### config.mk
export PLATFORM = sky130hd
export DESIGN_NAME = uart_frame_tx_flat
export DESIGN_NICKNAME = d
export VERILOG_FILES = /design/src/rtl/uart_frame_tx_pkg.sv /design/src/rtl/uart_frame_tx_if.sv /design/src/rtl/uart_frame_tx_sync_fifo.sv /design/src/rtl/uart_frame_tx.sv /design/src/flat_wrapper.sv
export SDC_FILE = /design/constraint.sdc
export NUM_CORES = 1
export LEC_CHECK = 0
export ABC_CLOCK_PERIOD_IN_PS = 3700
export CORE_UTILIZATION = 61
export CTS_CLUSTER_SIZE = 12
export DETAILED_ROUTE_END_ITERATION = 8
export PLACE_DENSITY = 0.82
export SYNTH_ARGS = -nofsm -noshare
export SYNTH_HDL_FRONTEND = slang
export SYNTH_SLANG_ARGS = --single-unit
### constraint.sdc
create_clock -name clk_in -period 3.7 [get_ports clk_in]
set_input_delay 0.37 -clock clk_in [delete_from_list [all_inputs] [get_ports clk_in]]
set_output_delay 0.37 -clock clk_in [all_outputs]
set_load 0.02 [all_outputs]
### src/rtl/uart_frame_tx_pkg.sv
// Shared types and helpers for the framed UART transmitter.
package uart_frame_tx_pkg;

    typedef enum logic [1:0] {
        PAR_NONE = 2'd0,
        PAR_EVEN = 2'd1,
        PAR_ODD  = 2'd2
    } parity_t;

    typedef enum logic [2:0] {
        IDLE      = 3'd0,
        LOAD      = 3'd1,
        SEND_HI   = 3'd2,
        SEND_LO   = 3'd3,
        SEND_BYTE = 3'd4
    } tx_state_t;

    localparam logic [15:0] DEFAULT_SYNC = 16'hA55A;

    // Rounded clock cycles per bit.
    function automatic int baud_div(input int clk_hz, input int baud);
        return (clk_hz + baud / 2) / baud;
    endfunction

    function automatic logic parity_bit(input logic [7:0] d, input parity_t mode);
        case (mode)
            PAR_EVEN: return ^d;
            PAR_ODD:  return ~^d;
            default:  return 1'b1;
        endcase
    endfunction

endpackage

### src/rtl/uart_frame_tx_if.sv
// Byte-stream valid/ready handshake feeding the transmitter.
interface uart_frame_tx_if;
    logic [7:0] data_in;
    logic       sof_in;
    logic       valid_in;
    logic       ready_out;

    modport master (output data_in, output sof_in, output valid_in, input ready_out);
    modport slave  (input data_in, input sof_in, input valid_in, output ready_out);
endinterface

### src/rtl/uart_frame_tx_sync_fifo.sv
// Read-first synchronous FIFO with a registered occupancy count.
module sync_fifo #(
    parameter int WIDTH = 9,
    parameter int DEPTH = 16,
    localparam int AW = $clog2(DEPTH),
    localparam int CW = $clog2(DEPTH + 1)
) (
    input  logic             clk_in,
    input  logic             rst_in,
    input  logic             push,
    input  logic             pop,
    input  logic [WIDTH-1:0] din,
    output logic [WIDTH-1:0] dout,
    output logic [CW-1:0]    count,
    output logic             full,
    output logic             empty
);

    logic [WIDTH-1:0] mem_r [DEPTH];
    logic [AW-1:0]    wr_ptr_r;
    logic [AW-1:0]    rd_ptr_r;
    logic [CW-1:0]    count_r;
    logic             do_push_s;
    logic             do_pop_s;

    assign full      = (count_r == CW'(DEPTH));
    assign empty     = (count_r == {CW{1'b0}});
    assign do_push_s = push && !full;
    assign do_pop_s  = pop && !empty;
    assign dout      = mem_r[rd_ptr_r];
    assign count     = count_r;

    // Storage write port; contents are don't-care until the count covers them.
    always_ff @(posedge clk_in) begin
        if (do_push_s) begin
            mem_r[wr_ptr_r] <= din;
        end
    end

    // Pointer and occupancy bookkeeping.
    always_ff @(posedge clk_in) begin
        if (rst_in) begin
            wr_ptr_r <= {AW{1'b0}};
            rd_ptr_r <= {AW{1'b0}};
            count_r  <= {CW{1'b0}};
        end else begin
            if (do_push_s) begin
                wr_ptr_r <= wr_ptr_r + AW'(1);
            end
            if (do_pop_s) begin
                rd_ptr_r <= rd_ptr_r + AW'(1);
            end
            case ({do_push_s, do_pop_s})
                2'b10:   count_r <= count_r + CW'(1);
                2'b01:   count_r <= count_r - CW'(1);
                default: count_r <= count_r;
            endcase
        end
    end

endmodule

### src/rtl/uart_frame_tx.sv
// Buffered UART transmitter; start-of-frame bytes are preceded by a 16-bit sync header.
module uart_frame_tx
    import uart_frame_tx_pkg::*;
#(
    parameter int          CLK_HZ     = 100_000_000,
    parameter int          BAUD       = 115_200,
    parameter int          FIFO_DEPTH = 16,
    parameter int          PARITY     = 0,
    parameter int          STOP_BITS  = 1,
    parameter logic [15:0] SYNC_WORD  = DEFAULT_SYNC
) (
    input  logic                              clk_in,
    input  logic                              rst_in,
    uart_frame_tx_if.slave                    bus,
    output logic                              uart_txd,
    output logic                              busy_out,
    output logic [$clog2(FIFO_DEPTH+1)-1:0]   fifo_count_out
);

    localparam int      BAUD_DIV = baud_div(CLK_HZ, BAUD);
    localparam parity_t PAR_MODE = parity_t'(PARITY[1:0]);
    localparam int      NBITS    = 10 + ((PARITY != 0) ? 1 : 0) + (STOP_BITS - 1);
    localparam int      BW       = $clog2(BAUD_DIV);
    localparam int      NW       = $clog2(NBITS);
    localparam int      CW       = $clog2(FIFO_DEPTH + 1);

    tx_state_t         state_r;
    logic [NBITS-1:0]  shift_r;
    logic [BW-1:0]     baud_cnt_r;
    logic [NW-1:0]     bit_cnt_r;
    logic              txd_r;
    logic [7:0]        held_r;

    logic [8:0]        fifo_dout_s;
    logic [CW-1:0]     fifo_count_s;
    logic              fifo_full_s;
    logic              fifo_empty_s;
    logic              push_s;
    logic              pop_s;
    logic              load_s;
    logic              baud_end_s;
    logic              frame_end_s;
    logic [NBITS-1:0]  load_frame_s;
    tx_state_t         load_state_s;

    // Whole line frame, bit 0 first: start, data LSB first, optional parity, stop bits.
    function automatic logic [NBITS-1:0] build_frame(input logic [7:0] d);
        logic [NBITS-1:0] f;
        f      = {NBITS{1'b1}};
        f[0]   = 1'b0;
        f[8:1] = d;
        if (PAR_MODE != PAR_NONE) begin
            f[9] = parity_bit(d, PAR_MODE);
        end else begin
            f[9] = 1'b1;
        end
        return f;
    endfunction

    sync_fifo #(.WIDTH(9), .DEPTH(FIFO_DEPTH)) u_fifo (
        .clk_in (clk_in),
        .rst_in (rst_in),
        .push   (push_s),
        .pop    (pop_s),
        .din    ({bus.sof_in, bus.data_in}),
        .dout   (fifo_dout_s),
        .count  (fifo_count_s),
        .full   (fifo_full_s),
        .empty  (fifo_empty_s)
    );

    assign push_s         = bus.valid_in && !fifo_full_s;
    assign bus.ready_out  = !fifo_full_s;
    assign fifo_count_out = fifo_count_s;
    assign busy_out       = (state_r != IDLE) || !fifo_empty_s;
    assign uart_txd       = txd_r;

    assign baud_end_s  = (baud_cnt_r == BW'(BAUD_DIV - 1));
    assign frame_end_s = baud_end_s && (bit_cnt_r == NW'(NBITS - 1));

    // A new frame is chained directly onto the last stop bit so no idle gap appears.
    assign pop_s  = (state_r == LOAD) ||
                    ((state_r == SEND_BYTE) && frame_end_s && !fifo_empty_s);
    assign load_s = pop_s ||
                    (((state_r == SEND_HI) || (state_r == SEND_LO)) && frame_end_s);

    // Selects the next frame: header remainder, held payload, or the FIFO head.
    always_comb begin
        load_frame_s = build_frame(fifo_dout_s[7:0]);
        load_state_s = SEND_BYTE;
        case (state_r)
            SEND_HI: begin
                load_frame_s = build_frame(SYNC_WORD[7:0]);
                load_state_s = SEND_LO;
            end
            SEND_LO: begin
                load_frame_s = build_frame(held_r);
                load_state_s = SEND_BYTE;
            end
            default: begin
                if (fifo_dout_s[8]) begin
                    load_frame_s = build_frame(SYNC_WORD[15:8]);
                    load_state_s = SEND_HI;
                end else begin
                    load_frame_s = build_frame(fifo_dout_s[7:0]);
                    load_state_s = SEND_BYTE;
                end
            end
        endcase
    end

    // Sequencer and serializer: state, shift register, baud and bit counters, line register.
    always_ff @(posedge clk_in) begin
        if (rst_in) begin
            state_r    <= IDLE;
            shift_r    <= {NBITS{1'b1}};
            baud_cnt_r <= {BW{1'b0}};
            bit_cnt_r  <= {NW{1'b0}};
            txd_r      <= 1'b1;
            held_r     <= 8'h00;
        end else if (load_s) begin
            txd_r      <= load_frame_s[0];
            shift_r    <= {1'b1, load_frame_s[NBITS-1:1]};
            baud_cnt_r <= {BW{1'b0}};
            bit_cnt_r  <= {NW{1'b0}};
            state_r    <= load_state_s;
            if (pop_s) begin
                held_r <= fifo_dout_s[7:0];
            end
        end else begin
            case (state_r)
                IDLE: begin
                    txd_r <= 1'b1;
                    if (!fifo_empty_s) begin
                        state_r <= LOAD;
                    end
                end
                SEND_HI, SEND_LO, SEND_BYTE: begin
                    if (frame_end_s) begin
                        state_r    <= IDLE;
                        txd_r      <= 1'b1;
                        baud_cnt_r <= {BW{1'b0}};
                        bit_cnt_r  <= {NW{1'b0}};
                    end else if (baud_end_s) begin
                        baud_cnt_r <= {BW{1'b0}};
                        bit_cnt_r  <= bit_cnt_r + NW'(1);
                        txd_r      <= shift_r[0];
                        shift_r    <= {1'b1, shift_r[NBITS-1:1]};
                    end else begin
                        baud_cnt_r <= baud_cnt_r + BW'(1);
                    end
                end
                default: begin
                    state_r <= IDLE;
                    txd_r   <= 1'b1;
                end
            endcase
        end
    end

endmodule

### src/flat_wrapper.sv
// flat-port wrapper written by rule: the top's interface ports become plain ports
module uart_frame_tx_flat import uart_frame_tx_pkg::*;
#(
    parameter int          CLK_HZ     = 100_000_000,
    parameter int          BAUD       = 115_200,
    parameter int          FIFO_DEPTH = 16,
    parameter int          PARITY     = 0,
    parameter int          STOP_BITS  = 1,
    parameter logic [15:0] SYNC_WORD  = DEFAULT_SYNC
)
  (clk_in, rst_in, uart_txd, busy_out, fifo_count_out, bus_data_in, bus_sof_in, bus_valid_in, bus_ready_out);
  uart_frame_tx_if bus_i ();
  input  logic clk_in;
  input  logic rst_in;
  output logic uart_txd;
  output logic busy_out;
  output logic [$clog2(FIFO_DEPTH+1)-1:0] fifo_count_out;
  input wire logic [$bits(bus_i.data_in)-1:0] bus_data_in;
  input wire logic [$bits(bus_i.sof_in)-1:0] bus_sof_in;
  input wire logic [$bits(bus_i.valid_in)-1:0] bus_valid_in;
  output wire logic [$bits(bus_i.ready_out)-1:0] bus_ready_out;
  assign bus_i.data_in = bus_data_in;
  assign bus_i.sof_in = bus_sof_in;
  assign bus_i.valid_in = bus_valid_in;
  assign bus_ready_out = bus_i.ready_out;
  uart_frame_tx #(.CLK_HZ(CLK_HZ), .BAUD(BAUD), .FIFO_DEPTH(FIFO_DEPTH), .PARITY(PARITY), .STOP_BITS(STOP_BITS), .SYNC_WORD(SYNC_WORD)) u_core (.clk_in(clk_in), .rst_in(rst_in), .bus(bus_i), .uart_txd(uart_txd), .busy_out(busy_out), .fifo_count_out(fifo_count_out));
endmodule
# After elaboration in Yosys (flattened, before gate mapping)
# Memory sizes are Yosys's and may differ from the RTL's. A register that Yosys moved wholly into a read port is not among the register bits.
# Cells that the tools add are included.
[totals] reg_bits=48 ram_bits=144 out_inout_bits=8 mem_count=1
[mem_list] memory="u_core.u_fifo.mem_r" words=16 width=9 read_ports=1 rd_ports_with_merged_regs=1 wr=1 line_no="uart_frame_tx_sync_fifo.sv:19" rtl="logic [WIDTH-1:0] mem_r [DEPTH];"
[op_classes] add_sub_neg=6 eq_ne=13 muxes=25 reduce_logical=26
[ops] cell="2-to-1 mux 9 bit" n=5
[ops] cell="2-to-1 mux 10 bit" n=2
[ops] cell="case mux 10 bit (2 select lines)" n=1
[ops] cell="2-to-1 mux 4 bit" n=4
[ops] cell="adder 4 x 1 -> 4 bit (second input constant)" n=3
[ops] cell="2-to-1 mux 3 bit" n=4
[ops] cell="case mux 3 bit (2 select lines)" n=2
[ops] cell="adder 10 x 1 -> 10 bit (second input constant)" n=1
[ops] cell="equality test 10 bit (second input constant)" n=1
[ops] cell="case mux 5 bit (2 select lines)" n=1
[ops] cell="nonzero test 2 bit" n=4
[ops] cell="logical AND 1 bit" n=7
[ops] cell="equality test 3 x 2 -> 1 bit (second input constant)" n=2
[ops] cell="2-to-1 mux 1 bit" n=6
[ops] cell="AND reduction 2 bit" n=3
[ops] cell="adder 5 x 1 -> 5 bit (second input constant)" n=1
[ops] cell="equality test 5 bit (second input constant)" n=1
[ops] cell="logical NOT 5 bit" n=1
[ops] cell="subtractor 5 x 1 -> 5 bit (second input constant)" n=1
[ops] cell="equality test 4 bit (second input constant)" n=1
[ops] cell="logical OR 1 bit" n=4
[ops] cell="inequality test 4 x 1 -> 1 bit (second input constant)" n=1
[ops] cell="equality test 3 x 1 -> 1 bit (second input constant)" n=1
[ops] cell="equality test 3 bit (second input constant)" n=1
[ops] cell="other kinds (11)" n=12

# Depth between registers and ports, before layout
[depth] depth_word=8 depth_mapped=14 ltp_nobuf=13

# Hierarchy
# A second synthesis with hierarchy kept.
[hier_totals] cells_unflattened=557 hier_area_um2=8271.7
[modules_own_cells] module="sync_fifo" instances=1 cells_each=354 area_per_inst_um2=6483.7
[modules_own_cells] module="uart_frame_tx" instances=1 cells_each=203 area_per_inst_um2=1788.0

# Worst setup path before layout
# Ideal clock, no wire load.
[synth_path] path_type="reg-to-reg" startpoint="reg u_core.u_fifo.count_r[1], in the netlist u_core.u_fifo.count[1]" endpoint="reg u_core.u_fifo.count_r[2], in the netlist u_core.u_fifo.count[2]" setup_ns=0.121 arrival_time_ns=3.127 t_required_ns=3.579 setup_slack_ns=0.453 path_stages_with_launch=12 synth_period_minus_slack_ns=3.247 path_cell_list="dfxtp_1 -> clkbuf_1 -> nor4_2 -> a21boi_0 -> clkbuf_1 -> inv_2 -> ha_1 -> clkbuf_1 -> or4b_1 -> a211oi_1 -> a211oi_1 -> mux2_2"
[synth_between] elab_chain_len=7 word_cells_on_any_way=15 cone_classes="add/sub: 2; eq/ne: 3; mux: 1; reduce/logical: 9"
[synth_lines] item="from (decl)" line_no="uart_frame_tx_sync_fifo.sv:22" rtl="logic [CW-1:0] count_r;"
[synth_lines] item="from (signal assigned)" line_no="uart_frame_tx_sync_fifo.sv:45" rtl="count_r <= {CW{1'b0}};"
[synth_lines] item="from (signal assigned)" line_no="uart_frame_tx_sync_fifo.sv:54" rtl="2'b10: count_r <= count_r + CW'(1);"
[synth_lines] item="from (signal assigned)" line_no="uart_frame_tx_sync_fifo.sv:55" rtl="2'b01: count_r <= count_r - CW'(1);"
[synth_lines] item="logical NOT 5 bit" line_no="uart_frame_tx_sync_fifo.sv:27" rtl="assign empty = (count_r == {CW{1'b0}});"
[synth_lines] item="logical NOT 1 bit" line_no="uart_frame_tx_sync_fifo.sv:29, uart_frame_tx.sv:83"
[synth_lines] item="logical AND 1 bit" line_no="uart_frame_tx.sv:83" rtl="((state_r == SEND_BYTE) && frame_end_s && !fifo_empty_s);"
[synth_lines] item="logical OR 1 bit" line_no="uart_frame_tx.sv:82" rtl="assign pop_s = (state_r == LOAD) ||"
[synth_lines] item="logical AND 1 bit" line_no="uart_frame_tx_sync_fifo.sv:29" rtl="assign do_pop_s = pop && !empty;"
[synth_lines] item="equality test 2 x 1 -> 1 bit / equality test 2 bit (equally long branches)" line_no="uart_frame_tx_sync_fifo.sv:53" rtl="case ({do_push_s, do_pop_s})"
[synth_lines] item="case mux 5 bit (2 select lines) / nonzero test 2 bit (equally long branches)"
# Parallel ways exist; a longest one is shown, timed or not.
# A chain may end at the register's enable or synchronous reset.

# Worst setup path in the final report
[layout_path] startpoint="reg u_core.baud_cnt_r[0]" endpoint="reg u_core.u_fifo.count_r[2], in the netlist u_core.u_fifo.count[2]"
[layout_between] elab_chain_len=8 word_cells_on_any_way=10 cone_classes="eq/ne: 3; mux: 1; reduce/logical: 6"
[layout_lines] item="from (decl)" line_no="uart_frame_tx.sv:29" rtl="logic [BW-1:0] baud_cnt_r;"
[layout_lines] item="from (signal assigned)" line_no="uart_frame_tx.sv:117" rtl="baud_cnt_r <= {BW{1'b0}};"
[layout_lines] item="from (signal assigned)" line_no="uart_frame_tx.sv:124" rtl="baud_cnt_r <= {BW{1'b0}};"
[layout_lines] item="from (signal assigned)" line_no="uart_frame_tx.sv:142" rtl="baud_cnt_r <= {BW{1'b0}};"
[layout_lines] item="equality test 10 bit *" line_no="uart_frame_tx.sv:78" rtl="assign baud_end_s = (baud_cnt_r == BW'(BAUD_DIV - 1));"
[layout_lines] item="logical AND 1 bit *" line_no="uart_frame_tx.sv:79" rtl="assign frame_end_s = baud_end_s && (bit_cnt_r == NW'(NBITS - 1));"
[layout_lines] item="logical AND 1 bit * (2 in a row)" line_no="uart_frame_tx.sv:83"
[layout_lines] item="logical OR 1 bit *" line_no="uart_frame_tx.sv:82"
[layout_lines] item="logical AND 1 bit *" line_no="uart_frame_tx_sync_fifo.sv:29"
[layout_lines] item="via u_core.u_fifo.do_pop_s" line_no="uart_frame_tx_sync_fifo.sv:24" rtl="logic do_pop_s;"
[layout_lines] item="equality test 2 x 1 -> 1 bit / equality test 2 bit (equally long branches)" line_no="uart_frame_tx_sync_fifo.sv:53"
[layout_lines] item="case mux 5 bit (2 select lines) / nonzero test 2 bit (equally long branches)"
[layout_lines] item="to (signal assigned)" line_no="uart_frame_tx_sync_fifo.sv:54"
[layout_lines] item="to (signal assigned)" line_no="uart_frame_tx_sync_fifo.sv:55"
[layout_lines] item="to (signal assigned)" line_no="uart_frame_tx_sync_fifo.sv:56" rtl="default: count_r <= count_r;"
# Mark *: on every way through the listed nets, which the timed path passes. The rest lies on a longest branch.

==> run metrics <==
final setup TNS 0 ns; Hold WC Path Type reg -> reg; vias per cell 6.35; Register Area around 5300 sq um; largest cells by area after synthesis edfxtp_1 (52%), dfxtp_1 (12%), mux4_2 (8.4%), mux2i_1 (3.0%), nor2_1 (2.2%); Detail Route Antenna Nets 0; final setup fails 0; worst skew pair latency 0.43 ns; CP Launch Type register; largest net degree at the start of global routing 29; fill count between 800 and 900; max frequency ~300 MHz; Synth async-reset ratio 0%; worst path arrival time approximately 3.7 ns; number of post-CTS setup repair buffers 0; WS Path Type reg -> reg; initial antenna violation count 0; vias 4,992; min Tclk post-route between 3 and 4 ns; Syn Inst Count 568; area of the multi-input gates 2760 sq um; number of synthesized register bits roughly 200; max-cap violations 0; CTS tree yes; Leak between 2 and 3 nW; YS warnings 0; synthesized area just over 8000 sq um; Initial DRC Count slightly above 400; Slowest cell on crit path nor4_2; clock slew at reported path FFs about 0.07 ns; drt total wl between 15 and 20 mm; Total GRT Usage roughly a quarter; critical path required time around 4 ns; Worst-Margin Slew 1.13 ns; ys flop type edfxtp_1; Tot Pwr about 5.3 mW; Setup crit end kind register; row count 42; Seq/Total Area, Yosys 64.4%; Synthesized Nets 590; vias in the first global route roughly 5.0k; global-route wire length before repair ~27 mm; clock buffer depth 2; PnR worst setup slack roughly 0.35 ns; DIE AREA ~14,000 sq um; depth of the CTS H-tree 4; Nets approximately 620; drt drc 0; CP max stage delay 0.44 ns; drt wl/cell 21.4 microns; layout cells sized above 1 about 16%; area leader, netlist edfxtp_1; pre-CTS setup slack around 0.33 ns; power per cell area around 570 nW/um^2; post-DP HPWL approximately 11 mm; Port Buffers 19; slew margin rel. about a quarter; grt total ovfl 0; Synth-to-Final Area Change 12.0%; ANT cells 0; unrepaired setup endpoints after global routing no; CTS Buf Count 17; DRT Pass-1 Iters 5; synth unique cells 65; Hold Vio Cnt, Final 0; delay-heaviest family, CP simple AND/OR/NAND/NOR gates; starting density of the core 62.7%; Clock Sinks a little under 200; Worst Path Max Fanout 11; Avg Synthesized Cell Area between 10 and 15 sq um; Worst Skew approximately 0.0075 ns; Final Cycle Share 90.5%; Die Wd about 120 microns; Root Driver clkbuf_16; area share of the largest cell type after synthesis a little over half; Post-Route Utilization 70.2%; Post-synth EDFFs roughly 140; status finished clean; I/O pin cnt 20; Slew Limit Fails 0; VDD IR-drop max approximately 0.39 mV; CP Cell Sequence ha_1 -> nand4b_1 -> nor4_2 -> a21oi_1 -> nor2_1 -> ha_2 -> xor2_1 -> ha_1 -> nand3b_1 -> a21oi_1 -> a211oi_1 -> mux2_2; core footprint 13,200 sq um; GP Congestion around 0.87; Die H 119 microns; CP Buf/Inv Count 0
stage by stage:
step           cell area (sq um)  hold slack [ns]  std cells
3_5_place_dp                8720            0.447        754
5_1_grt                     9300            0.483        786
4_1_cts                     9300            0.456        786
2_1_floorplan               8300            0.427        568
3_3_place_gp                8720            0.437        754
6_report                    9300            0.456        786
cell usage in the layout (no fill, tap or decap), types with 5 or more instances in the layout:
cell type        netlist  final
xnor2_1                6      6
a221oi_1               5      5
nor2b_1               11     11
clkbuf_16              0     17
clkdlybuf4s50_1        0     19
nand2_1               23     23
mux4_2                31     31
a211oi_1              10     10
inv_1                  7      7
a211o_1                8      8
o21ai_0                7      7
nand3_1                8      8
a21oi_1               29     29
nor3_1                14     14
edfxtp_1             144    144
xor2_1                 9      9
nor2_1                49     49
mux2i_1               25     25
a221o_1                7      7
ha_1                  10      9
nand2b_1              13     13
dfxtp_1               51     50
buf_4                  0     23
worst register-to-register path, delay by kind of cell (launching register included):
kind	cells	cell delay, ns
AOI/OAI and AO/OA	3	0.56
xor gates and xnor gates	1	0.18
adders and majority gates	3	0.79
DFF	1	0.39
muxes	1	0.36
and+or+nand+nor	4	0.96
logic make-up after synthesis:
| logic type | synth area share (%) |
|---|---|
| mux | 12.0 |
| buf+inv | 2.37 |
| xor+xnor | 1.58 |
| compound gates | 8.92 |
| simple gates | 9.25 |
| fa+ha+maj | 1.51 |
| flops | 64.4 |
layer usage:
metal  share of wire (%)  track usage [%]  routed length [microns]
met5                   0                0                        0
met4                 2.9             11.9                      488
met1                  40             31.7                     6680
met2                  52             43.8                     8720
met3                 5.7             4.49                      955
report_power, final:
group / total, mW / switching, mW / internal, mW
clock network: 1.76 / 0.808 / 0.947
logic: 0.924 / 0.522 / 0.402
registers: 2.60 / 0.144 / 2.45
cells in the mapped netlist, types with 5 or more instances:
master / number
inv_1: 7
xnor2_1: 6
xor2_1: 9
a221oi_1: 5
clkbuf_1: 19
mux2i_1: 25
dfxtp_1: 51
edfxtp_1: 144
nor3_1: 14
buf_6: 5
a211oi_1: 10
mux4_2: 31
o21ai_0: 7
nand2b_1: 13
nand2_1: 23
a21oi_1: 29
nor2_1: 49
a211o_1: 8
nor2b_1: 11
ha_1: 10
a221o_1: 7
nand3_1: 8
final cells by class:
type	instances	share of cell area, %
Sequential cell	195	57.5
Clock buffer	18	4.62
Multi-Input combinational cell	332	29.7
Timing Repair Buffer	42	3.90
Clock inverter	14	1.53
Inverter	9	0.363
Tap cell	176	2.37
path summary, 6_finish.rpt:
check	start	endpoint	slack, ns	cells after the start
max	u_core.baud_cnt_r[0]	u_core.u_fifo.count[2]	0.35	12
min	u_core.held_r[1]	u_core.held_r[1]	0.46	2
max reg2reg	u_core.baud_cnt_r[0]	u_core.u_fifo.count[2]	0.35	12
min reg2reg	u_core.held_r[1]	u_core.held_r[1]	0.46	2
flip-flops by register name (all words and copies together) (netlist names), named ones only:
register                flops
u_core.held_r               8
u_core.uart_txd             1
u_core.bit_cnt_r            4
u_core.u_fifo.wr_ptr_r      4
u_core.u_fifo.rd_ptr_r      4
u_core.u_fifo.count         5
u_core.shift_r              8
u_core.u_fifo.mem_r       144
u_core.baud_cnt_r          10
u_core.state_r              3
timing repair:
item                                    4_1_cts  5_1_grt
resized for setup                             0        1
hold buffers                                  0        0
endpoints found under the setup margin        0        1
(Power assumes the default switching activity.)
